$ cat src/rtl/pixel_bus_pkg.sv
// Shared constants and beat framing types for the pixel readout bus.
// Defaults match the reference array geometry.
package pixel_bus_pkg;

    localparam int DEF_BIT_DEPTH  = 8;
    localparam int DEF_WIDTH      = 4;
    localparam int DEF_BUS_PIXELS = 2;
    localparam int DEF_HEIGHT     = 2;

    typedef struct packed {
        logic sof;
        logic eol;
        logic eof;
    } beat_flags_t;

endpackage

$ cat src/rtl/gray_to_binary.sv
// Per-pixel Gray-to-binary decoder with a pass-through bypass.
// Binary bit i is the XOR of all Gray bits from i up to the MSB.
module gray_to_binary #(
    parameter int BIT_DEPTH = 8
) (
    input  logic [BIT_DEPTH-1:0] gray,
    input  logic                 bypass,
    output logic [BIT_DEPTH-1:0] bin
);

    logic [BIT_DEPTH-1:0] dec;

    always_comb begin
        dec = '0;
        for (int i = 0; i < BIT_DEPTH; i++) begin
            dec[i] = ^(gray >> i);
        end
    end

    assign bin = bypass ? gray : dec;

endmodule

$ cat src/rtl/pixel_readout_serializer.sv
// Row-wide pixel latch to narrow output bus serializer with optional
// Gray decode and SOF/EOL/EOF framing flags.
module pixel_readout_serializer
    import pixel_bus_pkg::*;
#(
    parameter int BIT_DEPTH              = DEF_BIT_DEPTH,
    parameter int WIDTH                  = DEF_WIDTH,
    parameter int OUTPUT_BUS_PIXEL_WIDTH = DEF_BUS_PIXELS,
    parameter int HEIGHT                 = DEF_HEIGHT
) (
    input  logic                                      CLK,
    input  logic                                      RESET_N,
    input  logic                                      CLEAR,
    input  logic [WIDTH*BIT_DEPTH-1:0]                ROW_DATA,
    input  logic                                      ROW_VALID,
    output logic                                      ROW_READY,
    input  logic                                      GRAY_EN,
    output logic [OUTPUT_BUS_PIXEL_WIDTH*BIT_DEPTH-1:0] OUT,
    output logic                                      OUT_VALID,
    input  logic                                      OUT_READY,
    output logic                                      OUT_SOF,
    output logic                                      OUT_EOL,
    output logic                                      OUT_EOF
);

    localparam int BEATS = WIDTH / OUTPUT_BUS_PIXEL_WIDTH;
    localparam int CHUNK = OUTPUT_BUS_PIXEL_WIDTH * BIT_DEPTH;
    localparam int ROW_W = WIDTH * BIT_DEPTH;
    localparam int BLW   = (BEATS > 1) ? $clog2(BEATS) : 1;
    localparam int RCW   = (HEIGHT > 1) ? $clog2(HEIGHT) : 1;

    if ((WIDTH % OUTPUT_BUS_PIXEL_WIDTH) != 0 ||
        WIDTH < OUTPUT_BUS_PIXEL_WIDTH) begin : g_bad_width
        $error("WIDTH must be a multiple of OUTPUT_BUS_PIXEL_WIDTH");
    end
    if (HEIGHT < 1) begin : g_bad_height
        $error("HEIGHT must be at least 1");
    end

    logic [ROW_W-1:0] row_buf, row_buf_nxt;
    logic [BLW-1:0]   beats_left, beats_left_nxt;
    logic [RCW-1:0]   row_cnt, row_cnt_nxt, row_cnt_adv;
    logic             gray_flag, gray_flag_nxt;
    logic             out_valid, out_valid_nxt;
    logic [CHUNK-1:0] out_data, out_nxt;
    logic [CHUNK-1:0] chunk, decoded;
    beat_flags_t      flags, flags_nxt;
    logic             accept, beat_hs, last_beat, bypass;
    logic             row_ready;

    assign last_beat = (beats_left == '0);
    assign row_ready = !CLEAR && (!out_valid || (OUT_READY && last_beat));
    assign accept    = ROW_VALID && row_ready;
    assign beat_hs   = out_valid && OUT_READY;

    // A freshly accepted row feeds the decoders directly for zero latency.
    assign chunk  = accept ? ROW_DATA[CHUNK-1:0] : row_buf[CHUNK-1:0];
    assign bypass = accept ? !GRAY_EN : !gray_flag;

    for (genvar j = 0; j < OUTPUT_BUS_PIXEL_WIDTH; j++) begin : g_dec
        gray_to_binary #(
            .BIT_DEPTH(BIT_DEPTH)
        ) u_dec (
            .gray  (chunk[j*BIT_DEPTH +: BIT_DEPTH]),
            .bypass(bypass),
            .bin   (decoded[j*BIT_DEPTH +: BIT_DEPTH])
        );
    end

    assign row_cnt_adv = (row_cnt == RCW'(HEIGHT-1)) ? '0
                                                     : row_cnt + RCW'(1);

    always_comb begin
        row_buf_nxt    = row_buf;
        beats_left_nxt = beats_left;
        row_cnt_nxt    = row_cnt;
        gray_flag_nxt  = gray_flag;
        out_valid_nxt  = out_valid;
        out_nxt        = out_data;
        flags_nxt      = flags;
        if (CLEAR) begin
            out_valid_nxt  = 1'b0;
            flags_nxt      = '0;
            beats_left_nxt = '0;
            row_cnt_nxt    = '0;
        end else begin
            if (beat_hs && last_beat) begin
                row_cnt_nxt = row_cnt_adv;
            end
            if (accept) begin
                out_nxt        = decoded;
                out_valid_nxt  = 1'b1;
                row_buf_nxt    = ROW_DATA >> CHUNK;
                beats_left_nxt = BLW'(BEATS-1);
                gray_flag_nxt  = GRAY_EN;
                flags_nxt.sof  = (row_cnt_nxt == '0);
                flags_nxt.eol  = (BEATS == 1);
                flags_nxt.eof  = (BEATS == 1) &&
                                 (row_cnt_nxt == RCW'(HEIGHT-1));
            end else if (beat_hs && !last_beat) begin
                out_nxt        = decoded;
                row_buf_nxt    = row_buf >> CHUNK;
                beats_left_nxt = beats_left - BLW'(1);
                flags_nxt.sof  = 1'b0;
                flags_nxt.eol  = (beats_left == BLW'(1));
                flags_nxt.eof  = (beats_left == BLW'(1)) &&
                                 (row_cnt == RCW'(HEIGHT-1));
            end else if (beat_hs) begin
                out_valid_nxt = 1'b0;
                flags_nxt     = '0;
            end
        end
    end

    always_ff @(posedge CLK or negedge RESET_N) begin
        if (!RESET_N) begin
            row_buf    <= '0;
            beats_left <= '0;
            row_cnt    <= '0;
            gray_flag  <= 1'b0;
            out_valid  <= 1'b0;
            out_data   <= '0;
            flags      <= '0;
        end else begin
            row_buf    <= row_buf_nxt;
            beats_left <= beats_left_nxt;
            row_cnt    <= row_cnt_nxt;
            gray_flag  <= gray_flag_nxt;
            out_valid  <= out_valid_nxt;
            out_data   <= out_nxt;
            flags      <= flags_nxt;
        end
    end

    assign ROW_READY = row_ready;
    assign OUT       = out_data;
    assign OUT_VALID = out_valid;
    assign OUT_SOF   = flags.sof;
    assign OUT_EOL   = flags.eol;
    assign OUT_EOF   = flags.eof;

endmodule

$ cat config.mk
export PLATFORM = sky130hd
export DESIGN_NAME = pixel_readout_serializer
export DESIGN_NICKNAME = d
export VERILOG_FILES = /design/src/rtl/pixel_bus_pkg.sv /design/src/rtl/gray_to_binary.sv /design/src/rtl/pixel_readout_serializer.sv
export SDC_FILE = /design/constraint.sdc
export NUM_CORES = 1
export LEC_CHECK = 0
export ABC_AREA = 1
export CAP_MARGIN = 20
export CORE_MARGIN = 2
export CORE_UTILIZATION = 50
export CTS_CLUSTER_SIZE = 25
export DETAILED_ROUTE_END_ITERATION = 8
export GPL_TIMING_DRIVEN = 1
export PLACE_DENSITY = 0.9
export SLEW_MARGIN = 20
export SYNTH_ARGS = -nofsm -noshare
export SYNTH_HDL_FRONTEND = slang
export SYNTH_HIERARCHICAL = 1
export SYNTH_SLANG_ARGS = --single-unit
export TNS_END_PERCENT = 30
$ cat constraint.sdc
create_clock -name CLK -period 2.2 [get_ports CLK]
set_input_delay 0.33 -clock CLK [delete_from_list [all_inputs] [get_ports CLK]]
set_output_delay 0.33 -clock CLK [all_outputs]
set_load 0.005 [all_outputs]
==> flow_results.org, run 1 <==
** Synthesis
- Most area-hungry cell type in the Yosys netlist :: sky130_fd_sc_hd__dfrtp_1
- Distinct cell type count of the synthesized netlist :: 20
- The share of synthesized area in the top cell type comes to 0.3910.
- Syn avg cell area :: 6.335 µm²
- The mapped netlist covers approximately 0.0025 mm².
- EDFF count, synth :: 0
- Synth Register Bits :: 39
- Flip-flop cell with the highest count after synthesis :: sky130_fd_sc_hd__dfrtp_1
- Yosys printed 6 warnings.
- After synthesis, the most frequently instantiated cells are sky130_fd_sc_hd__nand2_1 (217), sky130_fd_sc_hd__dfrtp_1 (39), sky130_fd_sc_hd__inv_1 (39).
- Async set or reset register ratio after synthesis :: 1.000
- Synthesis handed over a netlist of ~390 instances.
- Leading cell type by number of instances after synthesis :: sky130_fd_sc_hd__nand2_1
- Counting every net in the synthesized netlist gives ~430.
- Yosys attributes the largest share of cell area to sky130_fd_sc_hd__dfrtp_1 (39%), sky130_fd_sc_hd__nand2_1 (33%), sky130_fd_sc_hd__nand3_1 (6.0%).
- For this run, the register share of the synthesized area comes to 0.3910.

** STA
- For the pin with the worst max-slew slack, the measured transition is 0.8520 ns.
- Max-slew headroom at the worst pin :: 0.4320
- Time the final worst path needs with I/O delays and setup :: about 2.2 ns
- Final Hold Vio Count :: 0
- In the finished design, the share of the clock period the worst path needs comes to 0.9781.
- Peak clock frequency supported by timing :: ~460 MHz
- Finish-stage setup viols :: 0
- Setup clock skew after layout :: between 0.006 and 0.007 ns
- The final max-slew violation count is 0.

** Clock tree
- Clock transition at the register clock pins on the worst setup and hold paths after CTS :: 0.07 ns
- The tree is rooted in a sky130_fd_sc_hd__clkbuf_8.
- Sinks on Clock Net :: 39
- In this run the deepest clock path goes through 2 buffers.
- TritonCTS buffer count :: 5
- The later pin in the worst-skew pair is clocked with a latency of 0.29 ns.
- H-tree lvl count :: 2
- Buffers inserted to repair hold after CTS numbered 0.
- TritonCTS built the clock tree.

** Job
- Max capacitance violation total :: 0

** Critical path
- The worst setup path is of the primary input to register kind.
- The worst setup path is captured at a register.
- At the worst endpoint, the required time is 2.43 ns.
- Category of the worst setup path launch point :: primary input
- Worst EP arrival :: 2.38 ns
- In this run the worst path has a maximum fanout of 16.

** Floorplan
- The die covers 0.005573 mm².
- For this design the top-level I/O count stands at 59.
- Row Count :: 25
- DIE HEIGHT :: about 75 µm
- In this run the horizontal extent of the chip is 74.66 µm.
- The initial utilization of the core area, before any placement, comes to 0.5250.
- Total core area :: 0.004755 mm²

** Drt
- The pre-antenna-repair detailed-routing pass consisted of 4 iterations.
- Per-cell via count in the routed design :: 5.107
- Number of design-rule violations left by the first detailed-router iteration :: 181
- In the final routed layout, each cell accounts on average for 12.15 µm.
- The final layout contains routed wiring with a total length of 6913 µm.
- Number of antenna-violating nets in the routed design :: 0
- Total vias in the final route :: 2906
- The detailed router put a total of 2875 µm of wire on met1.
- Total met2 wirelength after detailed routing :: 3507 µm
- Remaining routing DRC violations :: 0
- Total length of routed met3 wires :: 400 µm
- Top metal layer carrying routed signals :: met4

** Final layout
- At the end of the flow the core is filled with cells to 0.7818.
- Number of nets in the layout :: 539
- In the final layout, the share of cells above drive strength 1 is 0.1693.
- The number of antenna diodes in the final layout is 0.
- Area overhead of the layout relative to synthesis :: 48.92%
- Non-filler instance count after layout :: 569
- Summing all multi-input logic gate instances after layout gives 0.001294 mm².
- FF+latch area :: 975.9 µm²
- Filler instances :: 349

** GRT
- Entering global routing, the biggest net connects 40 pins.
- Vias in the first global route :: 2579
- Global-route wire length before repair :: 10260 µm
- Global routing finished with a remaining overflow of 0.
- The number of antenna violations at the first check in global routing is 0.
- In the global route stage, overall resource usage came out at 0.2338.

** Power and ir drop
- Worst voltage drop across the vdd grid :: 0.5145 mV
- PD cells :: 782.0 mW/mm²
- After layout, the design draws a total of 2.907 mW.
- Leak pwr :: 1.986 nW

** Placement
- Counting tap cells, the placed design contains a total of 551 instances.
- At the end of routability-driven placement, the weighted congestion stood at about 0.88.
- Port buffering added 58 buffers.
- After legalization and detailed placement, the total HPWL measured 4601 µm.

** Worst hold path
- The tightest min-delay check is of the primary input to asynchronous set/reset pin type.

** Outcome
- Run status :: finished clean
[critical path, stage by stage]
cell                              delay (ns)
sky130_fd_sc_hd__clkdlybuf4s50_1        0.48
sky130_fd_sc_hd__inv_1                  0.08
sky130_fd_sc_hd__nand3_4                0.11
sky130_fd_sc_hd__inv_6                  0.06
sky130_fd_sc_hd__clkbuf_16              0.17
sky130_fd_sc_hd__o21ai_1                0.29
sky130_fd_sc_hd__inv_1                  0.12
sky130_fd_sc_hd__nand2_1                0.10
sky130_fd_sc_hd__nand2_2                0.09
sky130_fd_sc_hd__nand2_1                0.10
sky130_fd_sc_hd__nand2_2                0.08
sky130_fd_sc_hd__nand2_1                0.09
sky130_fd_sc_hd__nand3_1                0.08
sky130_fd_sc_hd__nand2_1                0.08
sky130_fd_sc_hd__nand2_1                0.06
sky130_fd_sc_hd__nand2_1                0.05
[cell families after synthesis]
logic type | after synthesis | share of synthesized area
buf+inv | 57 | 0.1103
simple gates | 253 | 0.4035
flops | 39 | 0.3910
xor+xnor | 2 | 0.007019
compound gates | 43 | 0.08822
[registers in the layout (all words and copies together) (netlist names)]
register and count:
OUT 16, row_cnt 1, row_buf 16, OUT_VALID 1
OUT_SOF 1, gray_flag 1, OUT_EOL 1, OUT_EOF 1
beats_left 1
[stage by stage]
step | setup TNS, ns | area (µm²) | setup slack [ns] | hold slack [ns]
final | 0 | 3717 | 0.04828 | 0.1459
after global routing | -0.3941 | 3717 | -0.1052 | 0.2179
after CTS | 0 | 3533 | 0.02599 | 0.1620
after detailed placement | -2.206 | 3416 | -0.2185 | 0.4753
after global placement | -1.008 | 3416 | -0.1492 | 0.4701
after floorplan | 0 | 2496 | 0.1989 | 0.03441
[final cells by class]
cell class / instances / share of cell area
Clock buffer: 6 / 0.02221
Clock inverter: 2 / 0.009424
Timing Repair Buffer: 115 / 0.2915
Sequential cell: 39 / 0.2625
Inverter: 42 / 0.04376
Tap cell: 67 / 0.02255
Multi-Input combinational cell: 298 / 0.3480
[cell usage in the layout, fill, tap and decap left out, drive strengths merged]
master	count
nand2	219
clkdlybuf4s50	56
buf	55
inv	42
dfrtp	39
o21ai	39
nand3	32
clkbuf	9
a21oi	2
xnor2	2
o21bai	1
nor2	1
o31ai	1
nand4	1
clkinv	1
bufinv	1
dlymetal6s2s	1
[metal layers]
metal	GRT usage	vias to the layer above
met5	0	-
met4	0.08929	0
met3	0.03614	16
met1	0.2790	1343
li1	-	1426
met2	0.4238	121
[power by group]
part	leakage, nW	switching [mW]	total [mW]	internal, mW
Clock	0.0612	0.247	0.614	0.367
Sequential	0.492	0.0740	0.941	0.866
Combinational	1.43	0.690	1.35	0.663
Total	1.99	1.01	2.91	1.90
[path summary, 6_finish.rpt]
check / slack (ns) / depth (start not counted) / end / start
worst min-delay path: 0.15 / 1 / OUT[12]$_DFFE_PN0P_ / RESET_N
worst max-delay path: 0.05 / 16 / OUT[2]$_DFFE_PN0P_ / CLEAR
min in group CLK: 0.49 / 4 / OUT_EOF$_DFFE_PN0P_ / OUT_READY
max in group asynchronous: 1.52 / 1 / row_buf[4]$_DFFE_PN0P_ / RESET_N
worst max register to register: 0.06 / 18 / OUT[2]$_DFFE_PN0P_ / beats_left$_DFFE_PN0P_
worst min register to register: 0.51 / 2 / OUT_EOF$_DFFE_PN0P_ / OUT_EOF$_DFFE_PN0P_
[what timing repair did]
| item | 4_1_cts | 5_1_grt |
|---|---|---|
| buffers inserted | 0 | 7 |
| gates resized for setup | 0 | 18 |
| endpoints found under the setup margin | 0 | 13 |
Note: power is estimated with default switching activity, not from simulation.
==> run 2, diff against run 1 <==
--- a/config.mk
+++ b/config.mk
@@ -8,11 +8,11 @@
 export ABC_AREA = 1
 export CAP_MARGIN = 20
 export CORE_MARGIN = 2
-export CORE_UTILIZATION = 50
+export CORE_UTILIZATION = 45
 export CTS_CLUSTER_SIZE = 25
 export DETAILED_ROUTE_END_ITERATION = 8
 export GPL_TIMING_DRIVEN = 1
-export PLACE_DENSITY = 0.9
+export PLACE_DENSITY = 0.86
 export SLEW_MARGIN = 20
 export SYNTH_ARGS = -nofsm -noshare
 export SYNTH_HDL_FRONTEND = slang
==> constraint.sdc (replaced) <==
create_clock -name CLK -period 1.9 [get_ports CLK]
set_input_delay 0.285 -clock CLK [delete_from_list [all_inputs] [get_ports CLK]]
set_output_delay 0.285 -clock CLK [all_outputs]
set_load 0.005 [all_outputs]
==> flow_results.org, run 2 (same netlist as run 1, synthesis figures left out) <==
** Worst hold path
- The worst hold-check path type was primary input to asynchronous set/reset pin (unchanged).

** Clock tree
- TritonCTS buffer count :: 5 (unchanged)
- The CTS tree is built (unchanged).
- Post-CTS Hold Buffers :: 0 (unchanged)
- The number of H-tree branching levels was 2 (unchanged).
- Clock Path Buffers :: 2 (unchanged)
- Clock root buffer :: sky130_fd_sc_hd__clkbuf_8 (unchanged)
- The insertion delay to the later sink of the worst-skew pair is 0.29 ns (about the same).
- The clock edge transition at the registers on the reported setup and hold paths came to 0.08 ns (was 0.07 ns).
- The count of clock tree sinks came to 39 (unchanged).

** Drt
- Number of antenna-violating nets in the routed design :: 0 (unchanged)
- The post-detailed-route via-to-cell ratio is 5.325 (was 5.107).
- Number of design-rule violations left by the first detailed-router iteration :: 294 (was 181)
- WL final :: 8797 µm (was 6913 µm)
- The iteration count of the initial detailed-routing pass came to 5 (was 4).
- Remaining routing DRC violations :: 0 (unchanged)
- Total vias in the final route :: 3051 (was 2906)
- The average wire per standard cell was 15.35 µm (was 12.15 µm).

** Final layout
- The area added between synthesis and finish was 64.96% (was 48.92%).
- Leading cell types in the layout, fill and taps excluded: sky130_fd_sc_hd__nand2_1 (146), sky130_fd_sc_hd__nand2_2 (64), sky130_fd_sc_hd__clkdlybuf4s50_1 (54) (was sky130_fd_sc_hd__nand2_1 (211), sky130_fd_sc_hd__clkdlybuf4s50_1 (56), sky130_fd_sc_hd__buf_4 (52)).
- The fraction of final layout cells with drive strength greater than 1 is 0.3573 (was 0.1693).
- The leading cell type in the layout, fill and taps excluded is sky130_fd_sc_hd__nand2_1 (unchanged).
- Filler instances :: 368 (was 349)
- The layout net count came to 539 (unchanged).
- Inserted Diodes :: 0 (unchanged)

** Power and ir drop
- Post-layout power :: 3.657 mW (was 2.907 mW)
- Worst voltage drop across the vdd grid :: 0.4852 mV (was 0.5145 mV)
- PD cells :: 888.0 mW/mm² (was 782.0 mW/mm²)
- The leakage component of the power was 2.070 nW (was 1.986 nW).

** Placement
- The placed wire-length estimate after detailed placement came to 4724 µm (was 4601 µm).
- Routability congestion estimate :: 0.8493 (was 0.8805)
- Port Buffers :: 58 (unchanged)

** STA
- The count of endpoints failing hold in the final timing report was 0 (unchanged).
- Dividing the final minimum period by the clock period gives 1.130.
- Static timing analysis puts the maximum clock frequency at 466.0 MHz.
- Time the final worst path needs with I/O delays and setup :: 2.146 ns
- The number of endpoints failing setup at the final stage was 12 (was 0).
- The slew at the pin closest to its max-slew limit is 0.7467 ns (was 0.8520 ns).
- The final hold slack is 0.04615 ns (was 0.1459 ns).
- Max-slew headroom at the worst pin :: 0.5022 (was 0.4320)
- Max-slew violation total from the final report :: 0 (unchanged)
- Setup repair after global routing could not meet its margin everywhere.
- The post-route worst setup slack is -0.2461 ns (was 0.04828 ns).
- Setup clock skew after layout :: 0.007958 ns (was 0.006343 ns)

** Floorplan
- DIE HEIGHT :: 78.48 µm (was 74.66 µm)
- The initial cell density of the core came to 0.4589 (was 0.5250).
- The die area was 0.006159 mm² (was 0.005573 mm²).
- The overall die width is 78.48 µm (was 74.66 µm).
- Row Count :: 27 (was 25)
- The number of top-level design ports came to 59 (unchanged).
- The area of the core region was 0.005439 mm² (was 0.004755 mm²).

** Critical path
- The most frequent cell on the critical path was sky130_fd_sc_hd__nand2_1 (unchanged).
- The reg-to-reg startpoint is beats_left$_DFFE_PN0P_ (unchanged).
- Maximum single-stage delay on the critical path :: 0.39 ns (was 0.48 ns)
- Critical-path maximum fanout :: 6 (was 16)
- Worst reg-to-reg setup slack :: -0.25 ns (was 0.06 ns)
- The type of origin of the critical path was a register (was primary input).
- The required arrival time at the worst endpoint came to 2.09 ns (was 2.43 ns).
- Cells along the critical path :: inv_2 > nand2_2 > nand2_4 > nand3_4 > inv_8 > buf_12 > buf_6 > o21ai_4 > inv_2 > nand2_1 > nand2_2 > nand2_2 > nand2_1 > nand2_1 > nand3_1 > nand2_1 > nand2_1 > nand2_1 (was clkdlybuf4s50_1 > inv_1 > nand3_4 > inv_6 > clkbuf_16 > o21ai_1 > inv_1 > nand2_1 > nand2_2 > nand2_1 > nand2_2 > nand2_1 > nand3_1 > nand2_1 > nand2_1 > nand2_1)
- The signal arrival time at the worst endpoint was 2.34 ns (was 2.38 ns).
- The nature of the critical path endpoint is a register (unchanged).
- The worst setup path startpoint is beats_left$_DFFE_PN0P_ (was CLEAR).
- Standard cell with the maximum stage delay on the critical path :: sky130_fd_sc_hd__dfrtp_1 (was sky130_fd_sc_hd__clkdlybuf4s50_1)
- The type of the setup path with the least slack is register to register (was primary input to register).

** GRT
- Met3 global-route usage :: 0.04368 (was 0.03614)
- GRT Util Overall :: 0.2456 (was 0.2338)
- Met2 Usage GRT :: 0.4371 (was 0.4238)
- The met1 layer usage reported by global route is 0.2996 (was 0.2790).
- Residual overflow from global routing :: 0 (unchanged)
- The number of global-route vias before repair came to 2716 (was 2579).
- The first-pass GRT wire length is 12100 µm (was 10260 µm).
- The pin count of the biggest net entering global routing came to 34 (was 40).
- The busiest metal layer after global routing is met2 (unchanged).
- The number of antenna violations at the first check in global routing was 0 (unchanged).

** Job
- The number of max-cap violations is 0 (unchanged).

** Outcome
- Violated checks :: setup timing
- Run status :: finished, violations left (was finished clean)
## run 2: changes by cell type in the layout (fill, tap and decap cells not counted), moves of 4 or more
cell / before / now
sky130_fd_sc_hd__buf_4: 52 / 46
sky130_fd_sc_hd__buf_12: 2 / 6
sky130_fd_sc_hd__o21ai_4: 0 / 14
sky130_fd_sc_hd__inv_1: 39 / 23
sky130_fd_sc_hd__o21ai_0: 27 / 15
sky130_fd_sc_hd__nand2_2: 8 / 64
sky130_fd_sc_hd__inv_2: 2 / 18
sky130_fd_sc_hd__nand2_4: 0 / 9
sky130_fd_sc_hd__nand2_1: 211 / 146
## run 2: path summary, 6_finish.rpt
kind / depth (start not counted) / end
worst max-delay path: 18 / OUT[1]$_DFFE_PN0P_
worst min-delay path: 1 / OUT_EOF$_DFFE_PN0P_
worst max register to register: 18 / OUT[1]$_DFFE_PN0P_
worst min register to register: 2 / OUT_EOF$_DFFE_PN0P_
max in group asynchronous: 2 / OUT[12]$_DFFE_PN0P_
min in group CLK: 3 / row_cnt$_DFF_PN0_
## run 2: report_power, final
group / switching, mW / internal [mW]
Combinational: 1.09 / 0.896
Clock: 0.293 / 0.285
Sequential: 0.0882 / 1.00
## run 2: cell type report
cell class	count	area [µm²]	share of cell area
multi-input cells	298	1665	0.4044
inverters	42	165.2	0.04011
repair buffers	115	1134	0.2753
clock buffers	6	82.58	0.02005
well taps	72	90.09	0.02188
clock inverters	1	5.005	0.001215
flip-flops and latches	39	975.9	0.2370
## run 2: through the flow
stage                     worst slack (ns)   TNS [ns]    util  instances  cell area [µm²]
after floorplan                  -0.002620  -0.002620       -        394             2532
after global placement             -0.4399     -5.318  0.6289        548             3421
after detailed placement           -0.5346     -6.565  0.6289        548             3421
after CTS                         -0.05524    -0.3701  0.7115        570             3870
after global routing               -0.3717     -3.017  0.7571        573             4118
final                              -0.2461     -1.697  0.7571        573             4118
## run 2: critical path, delay by kind of cell, from the launching register on
| kind | cells | cell delay (ns) |
|---|---|---|
| AOI/OAI and AO/OA | 1 | 0.09 |
| buffers and inverters | 5 | 0.58 |
| DFF | 1 | 0.39 |
| and+or+nand+nor | 12 | 0.96 |
## run 2: timing repair
action | CTS | global route
endpoints found under the setup margin | 13 | 15
pin swaps | 22 | 27
gates resized for setup | 60 | 81
cloned | 3 | 0
setup buffers | 12 | 4
## run 2: routing by layer
metal / routed length [µm] / vias to the layer above
li1: - / 1433
met1: 3275 / 1387
met2: 4552 / 186
met3: 601 / 45
met4: 368 / 0
met5: 0 / -
